--- config.mk ---
export PLATFORM = sky130hd
export DESIGN_NAME = sigmoid_backward
export DESIGN_NICKNAME = d
export VERILOG_FILES = /design/src/rtl/sigmoid_backward.sv
export SDC_FILE = /design/constraint.sdc
export NUM_CORES = 1
export LEC_CHECK = 0
export BUFFER_PORTS_ARGS = -buffer_cell sky130_fd_sc_hd__buf_2
export CAP_MARGIN = 25
export CORE_UTILIZATION = 25
export CTS_CLUSTER_DIAMETER = 30
export DETAILED_ROUTE_END_ITERATION = 7
export PLACE_DENSITY_LB_ADDON = 0.1
export SKIP_CTS_REPAIR_TIMING = 1
export SLEW_MARGIN = 20
export SYNTH_ARGS = -nofsm -noshare
export SYNTH_HDL_FRONTEND = slang
export SYNTH_SLANG_ARGS = --single-unit
--- constraint.sdc ---
create_clock -name clk -period 4.5 [get_ports clk]
set_input_delay 0.225 -clock clk [delete_from_list [all_inputs] [get_ports clk]]
set_output_delay 0.225 -clock clk [all_outputs]
set_load 0.02 [all_outputs]
--- src/rtl/sigmoid_backward.sv ---
// Sigmoid backward pass: dx = g * y * (1 - y), three-stage valid/ready pipeline.
// Each stage advances independently, so an empty stage fills even while downstream stalls.
module sigmoid_backward #(
    parameter int unsigned INT_BIT  = 7,
    parameter int unsigned FRAC_BIT = 8
) (
    input  logic                      clk,
    input  logic                      rst_n,
    input  logic                      flush,
    input  logic                      in_valid,
    output logic                      in_ready,
    input  logic [FRAC_BIT:0]         in_y,
    input  logic [INT_BIT+FRAC_BIT:0] in_g,
    output logic                      out_valid,
    input  logic                      out_ready,
    output logic [INT_BIT+FRAC_BIT:0] out_dx,
    output logic                      busy
);

    localparam int unsigned YW = FRAC_BIT + 1;
    localparam int unsigned GW = INT_BIT + FRAC_BIT + 1;
    localparam int unsigned PW = INT_BIT + 2 * FRAC_BIT + 2;
    localparam logic [YW-1:0] ONE = {1'b1, {FRAC_BIT{1'b0}}};

    logic                 r_v1;
    logic                 r_v2;
    logic                 r_v3;
    logic [FRAC_BIT-1:0]  r_d;
    logic [GW-1:0]        r_g;
    logic signed [PW-1:0] r_p;
    logic [GW-1:0]        r_dx;

    logic                 w_adv1;
    logic                 w_adv2;
    logic                 w_adv3;
    logic                 w_in_xfer;
    logic [YW-1:0]        w_yc;
    logic [YW-1:0]        w_ym;
    logic [2*YW-1:0]      w_yy;
    logic signed [PW-1:0] w_g_ext;
    logic signed [PW-1:0] w_d_ext;

    // Backpressure ripples combinationally from the output toward in_ready.
    assign w_adv3    = !r_v3 | out_ready;
    assign w_adv2    = !r_v2 | w_adv3;
    assign w_adv1    = !r_v1 | w_adv2;
    assign in_ready  = w_adv1 & !flush;
    assign w_in_xfer = in_valid & in_ready;

    // y above 1.0 is clamped so that (1 - y) never wraps.
    assign w_yc = (in_y > ONE) ? ONE : in_y;
    assign w_ym = ONE - w_yc;
    assign w_yy = {{YW{1'b0}}, w_yc} * {{YW{1'b0}}, w_ym};

    assign w_g_ext = {{(PW-GW){r_g[GW-1]}}, r_g};
    assign w_d_ext = PW'({1'b0, r_d});

    assign out_valid = r_v3;
    assign out_dx    = r_dx;
    assign busy      = r_v1 | r_v2 | r_v3;

    // Stage valids; flush empties the whole pipe on the next edge.
    always_ff @(posedge clk or negedge rst_n) begin
        if (!rst_n) begin
            r_v1 <= 1'b0;
            r_v2 <= 1'b0;
            r_v3 <= 1'b0;
        end else if (flush) begin
            r_v1 <= 1'b0;
            r_v2 <= 1'b0;
            r_v3 <= 1'b0;
        end else begin
            if (w_adv1) r_v1 <= w_in_xfer;
            if (w_adv2) r_v2 <= r_v1;
            if (w_adv3) r_v3 <= r_v2;
        end
    end

    // Stage data; a stalled stage holds its contents.
    always_ff @(posedge clk or negedge rst_n) begin
        if (!rst_n) begin
            r_d  <= '0;
            r_g  <= '0;
            r_p  <= '0;
            r_dx <= '0;
        end else begin
            if (w_in_xfer) begin
                r_d <= FRAC_BIT'(w_yy >> FRAC_BIT);
                r_g <= in_g;
            end
            if (w_adv2) r_p  <= w_g_ext * w_d_ext;
            if (w_adv3) r_dx <= GW'(r_p >>> FRAC_BIT);
        end
    end

endmodule

==> run metrics <==
status=finished, violations left; failing checks=negative setup slack; Post-synth EDFFs=0; share of layout cells above drive strength 1=about 33%; Slowest cell on crit path=fa_1; gr ovfl total=0; drt initial violations=~210; M3 GR Usage=1.236%; total CTS buffers=9; TritonCTS clock tree=yes; max-slew violation count=0; Seq cells post-synth=between 50 and 60; fillers=3628; Initial Utilization=25.49%; Worst Path Arrival=4770 ps; # IOs=between 40 and 50; vias after detailed routing=6753; Diodes inserted=0; initial antenna violation count=0; Ys Warns=0; RR Startpoint=r_d[4]$_DFFE_PN0P_; Critical Path Most Common Cell=fa_1; Top delay family on crit path=adder cells; R2R cell count=19; # rows=68; worst reg2reg setup slack=-70 ps; sequential area share after synthesis=around 17%; Critical Path RT=around 4700 ps; Worst Max-Slew Pin Slew=821.2 ps; mapped cell area=0.008826 mm²; Max-slew headroom=45.25%; Placed Cells=1593; buffers plus inverters on the worst setup path=7; max_cap viols=0; Die H=189.9 µm; dpl hpwl=18.92 mm; vias in the first global route=7013; routed wire length per instance=about 14 µm; met2 global-route usage=22.32%; Bufs on Longest Clock Path=2; Port Buffer Count=48; gr busiest metal=met2; unrepaired setup endpoints after global routing=yes; worst reg2reg endpoint=r_p[19]$_DFFE_PN0P_; CTS Sinks=59; DRC violations left=0; routed vias/inst=4.123; total wire length=~23 mm; CTS Root Cell=clkbuf_16; clk slew on worst S/H paths=approximately 60 ps; period utilisation layout=101.5%; area grow syn2layout=35.51%; kind of critical path=flip-flop to flip-flop; Syn Inst Count=968; DRT antenna net count=0; CTS H-Tree Depth=3; GR Util met1=17.71%; maximum number of pins on one net before global-route repair=60; Hold WS=57.90 ps; fmax=219.0 MHz; Avg Cell Area, Syn=between 9 and 10 µm²; gpl congestion=a little under 0.8; first-pass GRT wire length=36.87 mm; Overall Global Routing Usage=12.99%; Initial DRT Pass Iterations=4; endpoints failing setup=2; share of flip-flops with an asynchronous set or reset=100.0%; CP Max Fanout=5; worst hold-check path type=input port to async pin; Fin. Hold Viols=0; Non-Filler Instances=1638; Die Wd=189.9 µm; Final nets=~1400; die area=about 0.036 mm²; CP peak stage delay=570 ps; Critical Path Source Type=flip-flop; CORE AREA=roughly 0.035 mm²; Final Skew=11.41 ps; final worst slack=-65.71 ps; clk_lat worst skew=between 300 and 400 ps; endpoint class of the critical path=flip-flop; synth unique cells=46; Synth Flop Type=dfrtp_1; min Tclk post-route=roughly 4600 ps; crit-path cells=buf_6 -> buf_4 -> and2_1 -> fa_1 -> fa_1 -> inv_2 -> fa_1 -> inv_2 -> fa_1 -> ha_1 -> a21o_1 -> a21o_1 -> a21oi_2 -> o21ai_4 -> buf_4 -> buf_6 -> buf_6 -> xnor2_2 -> a21oi_1
[flip-flops by register name, summed over array words and instances, names as in the netlist]
signal and count:
r_v1 1, r_v2 1, out_valid 1, r_g 16, out_dx 16, r_d 8
r_p 16
[layout make-up]
class	instances	area (µm²)	area share, %
multi-input cells	691	7176	60.00
clock inverters	7	78.83	0.6591
repair buffers	218	1660	13.88
flip-flops and latches	59	1494	12.49
clock buffers	9	225.2	1.883
inverters	199	757.0	6.329
well taps	455	569.3	4.760
[synth_stat cells, types with 2 or more instances]
cell type	count	area [µm²]
a21o_1	7	52.55
or3_1	2	12.51
nor4b_1	4	35.03
o21ai_1	11	55.05
xor2_1	13	113.9
nor4_1	2	12.51
nand2b_1	17	106.4
nand4_1	2	12.51
xnor2_1	18	157.7
a211oi_1	3	22.52
nor2b_1	9	56.30
o21a_1	3	22.52
buf_2	3	15.01
o21ai_0	15	75.07
nor3_1	9	45.04
a31oi_1	3	18.77
nand3_1	4	20.02
clkbuf_1	19	71.32
fa_1	146	2923
a21oi_1	28	140.1
ha_1	81	1013
and2_1	80	500.5
inv_1	198	743.2
or2_2	7	43.79
dfrtp_1	59	1476
conb_1	2	7.510
nand2_1	131	491.7
nor2_1	58	217.7
a31o_2	2	17.52
mux2_2	16	180.2
[worst max path at each step]
stage | start | to | slack [ps] | cells after the start
2_1_floorplan | in_y[8] | r_d[6]$_DFFE_PN0P_ | -140 | 23
3_3_place_gp | in_y[8] | r_d[6]$_DFFE_PN0P_ | -430 | 23
3_5_place_dp | in_y[8] | r_d[6]$_DFFE_PN0P_ | -460 | 23
4_1_cts | r_d[0]$_DFFE_PN0P_ | r_p[19]$_DFFE_PN0P_ | -280 | 19
5_1_grt | r_d[1]$_DFFE_PN0P_ | r_p[21]$_DFFE_PN0P_ | -270 | 16
6_report | r_d[4]$_DFFE_PN0P_ | r_p[19]$_DFFE_PN0P_ | -70 | 19
[worst reg2reg max path: stages, from the launching register on]
cell	delay, ps
dfrtp_2	450
buf_6	140
buf_4	140
and2_1	140
fa_1	490
fa_1	570
inv_2	40
fa_1	480
inv_2	40
fa_1	440
ha_1	300
a21o_1	180
a21o_1	170
a21oi_2	190
o21ai_4	110
buf_4	150
buf_6	100
buf_6	100
xnor2_2	120
a21oi_1	80
[metrics by stage]
stage / setup slack (ps) / instance area (µm²) / util, % / TNS, ps
finish: -65.71 / 11960 / 34.54 / -96.63
CTS: -276.4 / 11120 / 32.12 / -2649
global route: -266.1 / 11960 / 34.54 / -2077
detailed placement: -463.5 / 10820 / 31.24 / -4566
global placement: -429.0 / 10820 / 31.24 / -4104
floorplan: -142.6 / 9051 / - / -271.8
[layout by cell type (no fill, tap or decap), types with 23 or more instances in the layout]
cell,Yosys,layout
and2_1,80,75
buf_6,0,23
inv_1,198,183
dfrtp_1,59,45
nor2_1,58,50
fa_1,146,138
nand2_1,131,118
buf_2,3,46
buf_4,0,144
ha_1,81,58
[logic make-up (layout without fill, tap and decap cells)]
group | count (synthesis) | after routing | synth area share [%]
adder cells (fa/ha/maj) | 227 | 227 | 44.60
AO/OA/AOI/OAI | 82 | 82 | 5.883
flip-flops | 59 | 59 | 16.73
other | 2 | 6 | 0.08509
multiplexers | 17 | 17 | 2.155
buffers and inverters | 222 | 433 | 9.484
AND/OR/NAND/NOR | 328 | 328 | 17.99
XOR/XNOR | 31 | 31 | 3.076
[layer usage]
layer / wire length (µm) / share of wire [%]
met1: 10730 / 47
met2: 11580 / 51
met3: 247 / 1.1
met4: 206 / 0.90
met5: 0 / 0
Power is not shown: default switching activity piles up to over one toggle a cycle in this logic, so the estimate is an artifact.
